`src/rtl/uart_pkg.sv`:
```
// Shared types and character constants for the UART line buffer.
// Provides the line assembler state encoding and ASCII control codes.
package uart_pkg;

    typedef enum logic [1:0] {
        LB_COLLECT,
        LB_DISCARD,
        LB_LINE_READY
    } line_state_t;

    localparam logic [7:0] ASCII_CR = 8'h0D;
    localparam logic [7:0] ASCII_BS = 8'h08;

endpackage

```
`src/rtl/uart_line_buffer.sv`:
```
// Line assembler between a UART RX byte stream and on-chip consumers.
// Collects bytes into a fixed-depth character register until TERM_CHAR,
// supports backspace editing and overflow truncation, and presents the
// finished line on a valid/ready handshake while stalling the RX side.
// Ports:
//   clk, reset_n          clock, async active-low reset
//   ena                   global enable; low freezes all state
//   rx_data/valid/ready   incoming byte stream
//   line_data/len/overflow/valid/ready  completed line handshake
//   tx_data/valid/ready   echo stream
// Optional echo register is built when UART_LINE_ECHO_EN is defined;
// otherwise tx_valid and tx_data are tied to zero.
module uart_line_buffer
    import uart_pkg::*;
#(
    parameter int DATA_WIDTH = 8,
    parameter int CHARACTER_COUNT = 16,
    parameter logic [DATA_WIDTH-1:0] TERM_CHAR = DATA_WIDTH'(ASCII_CR),
    parameter logic [DATA_WIDTH-1:0] BS_CHAR = DATA_WIDTH'(ASCII_BS),
    parameter bit EMIT_EMPTY = 1'b0,
    localparam int LEN_W = $clog2(CHARACTER_COUNT + 1)
) (
    input  logic                                  clk,
    input  logic                                  reset_n,
    input  logic                                  ena,
    input  logic [DATA_WIDTH-1:0]                 rx_data,
    input  logic                                  rx_valid,
    output logic                                  rx_ready,
    output logic [CHARACTER_COUNT*DATA_WIDTH-1:0] line_data,
    output logic [LEN_W-1:0]                      line_len,
    output logic                                  line_overflow,
    output logic                                  line_valid,
    input  logic                                  line_ready,
    output logic [DATA_WIDTH-1:0]                 tx_data,
    output logic                                  tx_valid,
    input  logic                                  tx_ready
);

    localparam int BUF_W = CHARACTER_COUNT * DATA_WIDTH;
    localparam logic [LEN_W-1:0] MAX_LEN = LEN_W'(CHARACTER_COUNT);

    line_state_t state_q, state_d;
    logic [BUF_W-1:0] buf_q, buf_d;
    logic [LEN_W-1:0] count_q, count_d;
    logic ovf_q, ovf_d;
    logic accept;
    logic echo_free;
    logic is_term;
    logic is_bs;

    // rx_ready drops combinationally during reset so no byte slips in.
    assign rx_ready = reset_n & ena & (state_q != LB_LINE_READY) & echo_free;
    assign accept = ena & rx_valid & rx_ready;
    assign is_term = (rx_data == TERM_CHAR);
    assign is_bs = (rx_data == BS_CHAR);

    assign line_data = buf_q;
    assign line_len = count_q;
    assign line_overflow = ovf_q;
    assign line_valid = (state_q == LB_LINE_READY);

    always_ff @(posedge clk or negedge reset_n) begin
        if (!reset_n) begin
            state_q <= LB_COLLECT;
            buf_q <= '0;
            count_q <= '0;
            ovf_q <= 1'b0;
        end else begin
            state_q <= state_d;
            buf_q <= buf_d;
            count_q <= count_d;
            ovf_q <= ovf_d;
        end
    end

    always_comb begin
        state_d = state_q;
        buf_d = buf_q;
        count_d = count_q;
        ovf_d = ovf_q;
        unique case (state_q)
            LB_COLLECT: begin
                if (accept) begin
                    if (is_term) begin
                        if ((count_q != '0) || EMIT_EMPTY) begin
                            state_d = LB_LINE_READY;
                        end
                    end else if (is_bs) begin
                        if (count_q != '0) begin
                            buf_d[(int'(count_q) - 1)*DATA_WIDTH +: DATA_WIDTH] = '0;
                            count_d = count_q - 1'b1;
                        end
                    end else if (count_q < MAX_LEN) begin
                        buf_d[int'(count_q)*DATA_WIDTH +: DATA_WIDTH] = rx_data;
                        count_d = count_q + 1'b1;
                    end else begin
                        // Line is full: truncate and swallow the rest.
                        ovf_d = 1'b1;
                        state_d = LB_DISCARD;
                    end
                end
            end
            LB_DISCARD: begin
                if (accept && is_term) begin
                    state_d = LB_LINE_READY;
                end
            end
            LB_LINE_READY: begin
                if (ena && line_ready) begin
                    buf_d = '0;
                    count_d = '0;
                    ovf_d = 1'b0;
                    state_d = LB_COLLECT;
                end
            end
            default: begin
                state_d = LB_COLLECT;
            end
        endcase
    end

`ifdef UART_LINE_ECHO_EN
    logic tx_valid_q;
    logic [DATA_WIDTH-1:0] tx_data_q;

    // A new byte may enter only if the echo slot drains this cycle.
    assign echo_free = !tx_valid_q || tx_ready;
    assign tx_valid = tx_valid_q;
    assign tx_data = tx_data_q;

    always_ff @(posedge clk or negedge reset_n) begin
        if (!reset_n) begin
            tx_valid_q <= 1'b0;
            tx_data_q <= '0;
        end else if (accept) begin
            tx_valid_q <= 1'b1;
            tx_data_q <= rx_data;
        end else if (ena && tx_ready) begin
            tx_valid_q <= 1'b0;
        end
    end
`else
    logic unused_tx_ready;

    assign unused_tx_ready = tx_ready;
    assign echo_free = 1'b1;
    assign tx_valid = 1'b0;
    assign tx_data = '0;
`endif

endmodule

```
`config.mk`:
```
export PLATFORM = sky130hd
export DESIGN_NAME = uart_line_buffer
export DESIGN_NICKNAME = d
export VERILOG_FILES = /design/src/rtl/uart_pkg.sv /design/src/rtl/uart_line_buffer.sv
export SDC_FILE = /design/constraint.sdc
export NUM_CORES = 1
export LEC_CHECK = 0
export CAP_MARGIN = 20
export CORE_MARGIN = 2
export CORE_UTILIZATION = 54
export DETAILED_ROUTE_END_ITERATION = 6
export GPL_ROUTABILITY_DRIVEN = 0
export PLACE_DENSITY = 0.92
export SLEW_MARGIN = 20
export SYNTH_ARGS = -nofsm -noshare
export SYNTH_HDL_FRONTEND = slang
export SYNTH_SLANG_ARGS = --single-unit
```
`constraint.sdc`:
```
create_clock -name clk -period 12.7 [get_ports clk]
set_input_delay 2.54 -clock clk [delete_from_list [all_inputs] [get_ports clk]]
set_output_delay 2.54 -clock clk [all_outputs]
set_load 0.05 [all_outputs]
```
==> flow_summary_export.csv, run 1 <==
group,metric,value,unit
detailed_routing,dr.pass1.iters,6,
floorplanning,io_pins,159,
clock_tree,cts_buffers,17,
clock_tree,cts_root_buffer,"clkbuf_16",
power_and_ir_drop,seqPwrFrac,26.6,%
sta,timing.setup.tns,0,ns
detailed_routing,drt-total-wl,20820,um
synth,synth_seq_cells,136,
floorplanning,rows,40,
setup_path,arrival,4.04,ns
synth,synth_adder_area_share,2.924,%
setup_path,worst_r2r_path_depth,13,
setup_path,critPathKind,"in2out",
finish,register_area,0.003403,mm^2
clock_tree,path_clk_slew,0.06,ns
sta,period_share,51.81,%
clock_tree,cts_setup_buffers,0,
detailed_routing,vias_per_cell,6.559,
sta,slew_violations,0,
synth,synth_compound_area_share,24.82,%
min_path,min_path_cells,1,
power_and_ir_drop,swShare,48.92,%
sta,finalHoldViolations,0,
finish,drive_gt1_share,10.60,%
synth,yosys_warnings,0,
power_and_ir_drop,internal-power,1.278,mW
synth,synth_area,0.006675,mm^2
finish,layout.nets,752,
finish,n_fill_cell,790,
floorplanning,core_area,0.01206,mm^2
detailed_routing,wl_per_cell,23.03,um
clock_tree,clock_sinks,136,
synth,synthArstFlopShare,100.0,%
synth,synthMuxAreaShare,1.275,%
setup_path,start_kind,"input pin",
global_route,grt_first_pass_wirelength,32440,um
setup_path,critPathCaptureType,"primary output",
finish,final_common_cell,"clkdlybuf4s50_1",
sta,clock_skew,0.01097,ns
synth,synth_top_family_by_area,"compound AO/OA/AOI/OAI gates",
finish,syn_to_final_growth,31.85,%
place,dp_slack,6.112,ns
global_route,grt_overflow,0,
place,place_hpwl,13770,um
place,place_inst,872,
clock_tree,insertion_delay,0.43,ns
floorplanning,dieArea,0.01327,mm^2
sta,worst_pin_slew,1.092,ns
floorplanning,die_y,115.2,um
synth,synth_xor_area_share,1.387,%
global_route,grt_max_degree,83,
setup_path,crit_path_max_fanout,5,
sta,setup_ws,6.120,ns
finish,final_cell_mix,"clkdlybuf4s50_1, dfrtp_1, a22o_1",
global_route,grt_pass1_vias,5811,
synth,synth_edf_count,0,
synth,synth_cell_types,79,
detailed_routing,drtAntennaViolNets,0,
global_route,antenna_found_initial,0,
detailed_routing,vias,5929,
power_and_ir_drop,power,2.502,mW
floorplanning,die_x,115.2,um
sta,setup_viol,0,
power_and_ir_drop,p_sw,1.224,mW
sta,fmax,0.1520,GHz
sta,rsz0062_at_grt,"no",
synth,syn_avg_cell_area,11.43,um^2
sta,max_slew_margin,26.98,%
finish,diodes,0,
run_status,status,"finished, final reports clean",
clock_tree,clockBufferDepth,2,
setup_path,required,10.16,ns
synth,synth_ff_type,"dfrtp_1",
clock_tree,cts.repair.resized,0,
finish,multi_input_area,0.003024,mm^2
flow_run,maxCapViolations,0,
clock_tree,htree_levels,4,
power_and_ir_drop,power_density,284.3,mW/mm^2
floorplanning,initial_core_util,55.34,%
power_and_ir_drop,clock_power_share,19.2,%
synth,netlist_instances,584,
detailed_routing,drt_iter0_drc,781,
synth,yosysSeqAreaShare,50.98,%
clock_tree,cts_tree,"built",
global_route,grt_usage,32.22,%
place,portBuffers,148,
finish,layoutNonFillerInstCount,904,
synth,synth-simple-area-share,14.40,%
power_and_ir_drop,comb_power_share,54.1,%
detailed_routing,drc,0,
power_and_ir_drop,p_leak,3.829,nW
power_and_ir_drop,irDropWorstVdd,0.1413,mV
clock_tree,hold_buffers,0,
min_path,min_path_type,"reg2reg",
sta,timing.final.crit_period,6.580,ns
[power by group through the flow]
stage | clock network, mW | logic (mW) | registers [mW]
finish | 0.481 | 1.35 | 0.666
global route | 0.504 | 1.41 | 0.679
detailed placement | 0 | 1.32 | 0.667
floorplan | 0 | 0.569 | 1.02
CTS | 0.482 | 1.33 | 0.663
global placement | 0 | 1.28 | 0.659
[synthesized netlist by cell type, types with 3 or more instances]
| master | n | area share [%] |
|---|---|---|
| or3_1 | 3 | 0.28 |
| mux2i_1 | 4 | 0.60 |
| nand3_1 | 20 | 1.5 |
| a22o_1 | 101 | 13 |
| o211ai_2 | 4 | 0.75 |
| o31ai_1 | 4 | 0.45 |
| nor2_1 | 25 | 1.4 |
| o221ai_2 | 3 | 0.67 |
| and2_1 | 3 | 0.28 |
| a32o_1 | 3 | 0.45 |
| a22oi_1 | 7 | 0.79 |
| nor3_1 | 20 | 1.5 |
| nor3_2 | 3 | 0.45 |
| xnor2_1 | 3 | 0.39 |
| o22ai_1 | 11 | 1.0 |
| clkbuf_1 | 21 | 1.2 |
| buf_4 | 10 | 1.1 |
| or2_2 | 4 | 0.37 |
| a21oi_1 | 8 | 0.60 |
| nor4bb_1 | 3 | 0.45 |
| o21ai_0 | 15 | 1.1 |
| o41ai_1 | 3 | 0.39 |
| nand4_1 | 6 | 0.56 |
| o2bb2ai_1 | 9 | 1.2 |
| nor4_1 | 9 | 0.84 |
| inv_1 | 18 | 1.0 |
| nand2_1 | 31 | 1.7 |
| a21o_1 | 6 | 0.67 |
| nand2b_1 | 8 | 0.75 |
| dfrtp_1 | 136 | 51 |
| buf_2 | 9 | 0.67 |
| ha_1 | 14 | 2.6 |
[per-stage QoR]
stage | area (um^2) | hold slack (ns) | util (%)
final | 8801 | 0.4957 | 72.97
after global routing | 8801 | 0.5234 | 72.97
after CTS | 8797 | 0.4974 | 72.94
after detailed placement | 8225 | 0.4773 | 68.20
after global placement | 8225 | 0.4656 | 68.20
after floorplan | 6705 | 0.5979 | -
[worst paths after layout]
check	from	slack, ns	to
worst max-delay path	ena	6.12	rx_ready
worst min-delay path	line_overflow	0.50	line_overflow
worst max register to register	line_len[0]	7.70	line_data[30]
worst min register to register	line_overflow	0.50	line_overflow
max in group asynchronous	reset_n	9.51	line_data[65]
min in group asynchronous	reset_n	2.06	line_len[3]
[state kept, by name (all words and copies together), names as in the netlist]
register / count
state_q: 2
line_overflow: 1
line_data: 128
line_len: 5
[area by class of cell]
class | count | area share (%)
sequential | 136 | 38.67
multi-input combinational | 397 | 34.36
timing repair buffer | 153 | 17.32
clock buffer | 19 | 5.146
tap | 168 | 2.388
clock inverter | 13 | 1.351
inverter | 18 | 0.7677
[critical path, cell delays in order]
cell	delay (ns)
clkdlybuf4s50_1	0.53
and3_1	0.17
clkdlybuf4s50_1	0.80
[routing by layer]
layer,vias up,share of wire [%],track usage (%)
met4,0,4.2,16.31
met1,2910,38,41.69
met5,-,0,0
met3,91,11,9.858
li1,2505,-,-
met2,423,47,49.41
[cell families (layout without fill, tap and decap cells)]
kind of cell	Yosys count	after routing
and+or+nand+nor	162	162
muxes	8	8
AOI/OAI and AO/OA	195	195
DFF	136	136
adders and majority gates	15	15
other	1	9
xor gates and xnor gates	8	8
buffers and inverters	59	203
Note: power is estimated with default switching activity, not from simulation.
==> run 2, diff against run 1 <==
CORE_UTILIZATION = 45   (was 54)
PLACE_DENSITY = 0.82   (was 0.92)
clock period = 6 ns   (was 12.7 ns; I/O delays follow)
==> flow_summary_export.csv, run 2 (synthesis results as in run 1) <==
group,metric,value,unit
sta,finalHoldViolations,0,
clock_tree,htree_levels,4,
run_status,violations,"design-rule violations",
clock_tree,cts.repair.resized,0,
setup_path,setup.worst_path.start,"line_len[0]",
finish,syn_to_final_growth,33.63,%
finish,layout.nets,758,
floorplanning,die_x,125.8,um
setup_path,reg2reg_slack,0.94,ns
place,place_hpwl,14360,um
setup_path,path_cells,"inv_1, ha_1, nor2b_1, a2111oi_1, or2_2, nand3_1, ha_1, nor4bb_1, nand4_1, o21a_1, nor4_1, o211ai_1, a22o_1",
global_route,grt_max_degree,82,
finish,drive_gt1_share,11.05,%
place,portBuffers,148,
sta,worst_pin_slew,1.004,ns
setup_path,required,6.31,ns
power_and_ir_drop,clock_power_share,20.7,%
power_and_ir_drop,seqPwrFrac,26.2,%
clock_tree,clockBufferDepth,2,
detailed_routing,wl_per_cell,22.90,um
sta,period_share,84.36,%
sta,max_slew_margin,32.74,%
clock_tree,path_clk_slew,0.06,ns
sta,fmax,0.1976,GHz
detailed_routing,drt-total-wl,21210,um
power_and_ir_drop,p_leak,3.874,nW
clock_tree,insertion_delay,0.43,ns
setup_path,cpMaxStageDelayCell,"dfrtp_1",
floorplanning,io_pins,159,
detailed_routing,dr.pass1.iters,7,
detailed_routing,drtAntennaViolNets,0,
global_route,grt_first_pass_wirelength,32900,um
clock_tree,cts_setup_buffers,0,
flow_run,maxCapViolations,0,
sta,slew_violations,0,
power_and_ir_drop,comb_power_share,53.0,%
place,dp_slack,1.188,ns
global_route,grt_overflow,0,
clock_tree,cts_buffers,17,
sta,rsz0062_at_grt,"no",
floorplanning,die_y,125.8,um
setup_path,start_kind,"flip-flop",
setup_path,cp_top_family,"compound AO/OA/AOI/OAI gates",
setup_path,slowest_delay,0.67,ns
setup_path,critPathCaptureType,"flip-flop",
setup_path,critical_path_buf_inv_count,1,
min_path,min_path_type,"reg2reg",
min_path,min_from,"line_overflow",
sta,setup_ws,0.9383,ns
detailed_routing,vias_per_cell,6.441,
setup_path,critPathKind,"reg2reg",
floorplanning,dieArea,0.01582,mm^2
clock_tree,cts_root_buffer,"clkbuf_16",
finish,largest_reg_flops,128,
finish,multi_input_area,0.003024,mm^2
floorplanning,initial_core_util,45.93,%
power_and_ir_drop,p_sw,2.591,mW
clock_tree,clock_sinks,136,
detailed_routing,drc,23,
finish,diodes,0,
finish,final_common_cell,"clkdlybuf4s50_1",
power_and_ir_drop,power_density,604.7,mW/mm^2
power_and_ir_drop,irDropWorstVdd,0.2757,mV
setup_path,reg2reg_from,"line_len[0]",
setup_path,crit_top_cell,"ha_1",
global_route,grt_pass1_vias,5926,
clock_tree,hold_buffers,0,
floorplanning,core_area,0.01453,mm^2
setup_path,crit_path_max_fanout,15,
sta,setup_viol,0,
global_route,antenna_found_initial,0,
setup_path,arrival,5.37,ns
finish,final_cell_mix,"clkdlybuf4s50_1, dfrtp_1, a22o_1",
run_status,status,"finished, violations left",
detailed_routing,drt_iter0_drc,611,
finish,register_area,0.003403,mm^2
clock_tree,cts_tree,"built",
detailed_routing,vias,5964,
global_route,grt_usage,26.80,%
finish,n_fill_cell,1141,
sta,timing.setup.tns,0,ns
floorplanning,rows,44,
sta,timing.final.crit_period,5.062,ns
power_and_ir_drop,internal-power,2.803,mW
power_and_ir_drop,swShare,48.03,%
sta,clock_skew,0.007585,ns
## run 2: cell types whose count changed in the layout (fill, tap and decap cells not counted)
cell and delta:
clkinvlp_4 +1, inv_6 +1, o21ai_1 -1, clkbuf_8 -2
clkinv_2 -3, o21ai_0 +1, bufinv_16 +3, clkinv_4 -2
buf_4 +6, clkbuf_1 +2
## run 2: cell type report
cell class | instances | area share, %
multi-input cells | 397 | 33.90
clock inverters | 13 | 2.160
flip-flops and latches | 136 | 38.15
clock buffers | 19 | 4.853
repair buffers | 159 | 17.59
inverters | 18 | 0.7575
well taps | 184 | 2.581
## run 2: final timing paths
kind	endpoint	cells after the start
max	line_data[31]	13
min	line_overflow	1
max reg2reg	line_data[31]	13
min reg2reg	line_overflow	1
max in group asynchronous	line_data[41]	2
min in group asynchronous	line_len[2]	1
## run 2: layer usage
layer	track usage, %	routed length (um)
met3	6.669	2023
met4	10.80	691
met2	43.28	10080
met1	34.93	8416
met5	0	0
## run 2: stage by stage
step	area (um^2)	hold WS (ns)	std cells	total power [mW]	utilization (%)
final	8920	0.4988	926	5.394	61.37
after global routing	8920	0.5077	926	5.594	61.37
after CTS	8916	0.4984	926	5.353	61.35
after detailed placement	8290	0.4801	894	4.214	57.04
after global placement	8290	0.4669	894	4.125	57.04
after floorplan	6705	0.5979	592	3.357	-
## run 2: power by group through the flow
stage / Clock (mW) / Sequential [mW] / Combinational (mW)
final: 1.12 / 1.41 / 2.86
after global routing: 1.17 / 1.44 / 2.99
after CTS: 1.13 / 1.41 / 2.81
after detailed placement: 0 / 1.42 / 2.80
after global placement: 0 / 1.40 / 2.72
after floorplan: 0 / 2.15 / 1.21
## run 2: worst reg2reg max path: stages (launching register included)
cell,delay [ns]
dfrtp_1,0.67
inv_1,0.24
ha_1,0.38
nor2b_1,0.19
a2111oi_1,0.55
or2_2,0.29
nand3_1,0.11
ha_1,0.36
nor4bb_1,0.33
nand4_1,0.15
o21a_1,0.33
nor4_1,0.58
o211ai_1,0.40
a22o_1,0.37
==> run 3, diff against run 2 <==
CORE_UTILIZATION = 50   (was 45)
PLACE_DENSITY = 0.86   (was 0.82)
clock period = 4.9 ns   (was 6 ns; I/O delays follow)
==> flow_summary_export.csv, run 3 (synthesis results as in run 1) <==
group,metric,value,unit
sta,slew_violations,0,
detailed_routing,drtAntennaViolNets,0,
detailed_routing,drt-total-wl,20940,um
global_route,grt_overflow,0,
floorplanning,die_x,119.5,um
flow_run,maxCapViolations,0,
global_route,antenna_found_initial,0,
sta,clock_skew,0.005281,ns
finish,syn_to_final_growth,33.68,%
detailed_routing,dr.pass1.iters,7,
clock_tree,cts_setup_buffers,0,
place,dpl-instance-area,0.008348,mm^2
setup_path,crit_path_max_fanout,14,
sta,hold_slack,0.4809,ns
floorplanning,initial_core_util,50.81,%
global_route,grt_pass1_vias,5848,
sta,timing.setup.tns,0,ns
min_path,min_path_type,"reg2reg",
floorplanning,core_area,0.01314,mm^2
setup_path,setup.worst_path.start,"line_len[0]",
finish,fin_area,0.008924,mm^2
setup_path,required,5.21,ns
detailed_routing,drc,3,
power_and_ir_drop,seqPwrFrac,26.0,%
setup_path,crit_end,"line_data[30]",
sta,setup_viol,0,
floorplanning,die_y,119.5,um
power_and_ir_drop,clock_power_share,19.0,%
clock_tree,cts_root_buffer,"clkbuf_16",
sta,period_share,91.00,%
floorplanning,rows,42,
floorplanning,io_pins,159,
power_and_ir_drop,swShare,49.46,%
power_and_ir_drop,p_sw,3.207,mW
sta,worst_pin_slew,0.8355,ns
clock_tree,clock_sinks,136,
power_and_ir_drop,comb_power_share,54.9,%
place,place_hpwl,14330,um
run_status,violations,"design-rule violations",
clock_tree,cts_buffers,17,
global_route,grt_usage,29.64,%
setup_path,critPathCaptureType,"flip-flop",
sta,timing.final.crit_period,4.459,ns
finish,largest_reg_flops,128,
power_and_ir_drop,internal-power,3.278,mW
global_route,grt_max_degree,86,
setup_path,arrival,4.77,ns
finish,diodes,0,
sta,rsz0062_at_grt,"no",
detailed_routing,vias_per_cell,6.410,
detailed_routing,drt_iter0_drc,595,
detailed_routing,vias,5942,
sta,max_slew_margin,44.06,%
power_and_ir_drop,power_density,726.7,mW/mm^2
setup_path,critPathKind,"reg2reg",
setup_path,reg2reg_slack,0.44,ns
clock_tree,htree_levels,4,
clock_tree,cts.repair.resized,0,
finish,n_fill_cell,938,
finish,final_common_cell,"clkdlybuf4s50_1",
clock_tree,hold_buffers,0,
power_and_ir_drop,p_leak,3.884,nW
power_and_ir_drop,irDropWorstVdd,0.3554,mV
floorplanning,dieArea,0.01429,mm^2
setup_path,rr_endpoint,"line_data[30]",
setup_path,start_kind,"flip-flop",
sta,finalHoldViolations,0,
clock_tree,cts_tree,"built",
setup_path,reg2reg_from,"line_len[0]",
sta,fmax,0.2243,GHz
setup_path,worst_r2r_path_depth,13,
finish,final_cell_mix,"clkdlybuf4s50_1, dfrtp_1, a22o_1",
finish,layout.nets,767,
global_route,grt_first_pass_wirelength,32560,um
place,portBuffers,148,
finish,drive_gt1_share,12.38,%
clock_tree,path_clk_slew,0.06,ns
detailed_routing,wl_per_cell,22.59,um
run_status,status,"finished, violations left",
clock_tree,insertion_delay,0.43,ns
clock_tree,clockBufferDepth,2,
-- run 3: power by group through the flow --
stage	sequential, mW	clock, mW	combinational, mW
floorplan	2.64	0	1.48
global placement	1.68	0	3.39
detailed placement	1.69	0	3.48
CTS	1.68	1.24	3.51
global route	1.72	1.29	3.72
finish	1.69	1.23	3.56
-- run 3: per-layer routing --
metal  GRT usage [%]  routed length (um)  up-vias
met5               0                   0        -
met4           10.81                 767        0
met3           8.983                2093       72
met2           47.25                9801      408
met1           38.48                8278     2914
li1                -                   -     2548
-- run 3: how the worst min path moves through the flow --
| stage | from | end | cells past startpoint |
|---|---|---|---|
| after floorplan | state_q[1] | state_q[0] | 3 |
| after global placement | line_data[109] | line_data[109] | 1 |
| after detailed placement | line_data[109] | line_data[109] | 1 |
| after CTS | line_data[109] | line_data[109] | 1 |
| after global routing | line_data[109] | line_data[109] | 1 |
| final | line_data[109] | line_data[109] | 1 |
-- run 3: final cells by class --
| type | count | area (um^2) | share of cell area (%) |
|---|---|---|---|
| timing repair buffer | 168 | 1637 | 18.34 |
| multi-input combinational | 397 | 3024 | 33.89 |
| tap | 176 | 220.2 | 2.468 |
| clock buffer | 18 | 439.2 | 4.921 |
| clock inverter | 14 | 132.6 | 1.486 |
| sequential | 136 | 3403 | 38.14 |
| inverter | 18 | 67.56 | 0.7572 |
-- run 3: stage by stage --
| step | utilization [%] | power, mW | instances | worst slack (ns) |
|---|---|---|---|---|
| floorplan | - | 4.111 | 592 | 0.4115 |
| global placement | 63.54 | 5.063 | 895 | 0.7554 |
| detailed placement | 63.54 | 5.178 | 895 | 0.6205 |
| CTS | 67.90 | 6.432 | 927 | 0.5432 |
| global route | 67.92 | 6.727 | 927 | 0.2644 |
| finish | 67.92 | 6.485 | 927 | 0.4411 |
-- run 3: critical path: stages, from the launching register on --
cell       delay, ns
dfrtp_1         0.38
inv_1           0.17
ha_1            0.39
nand2b_1        0.12
a2111oi_1       0.53
or2_2           0.26
nand3_1         0.09
ha_1            0.31
nor4bb_1        0.35
nand4_1         0.14
o21a_1          0.34
nor4_1          0.50
o211ai_1        0.40
a22o_1          0.37
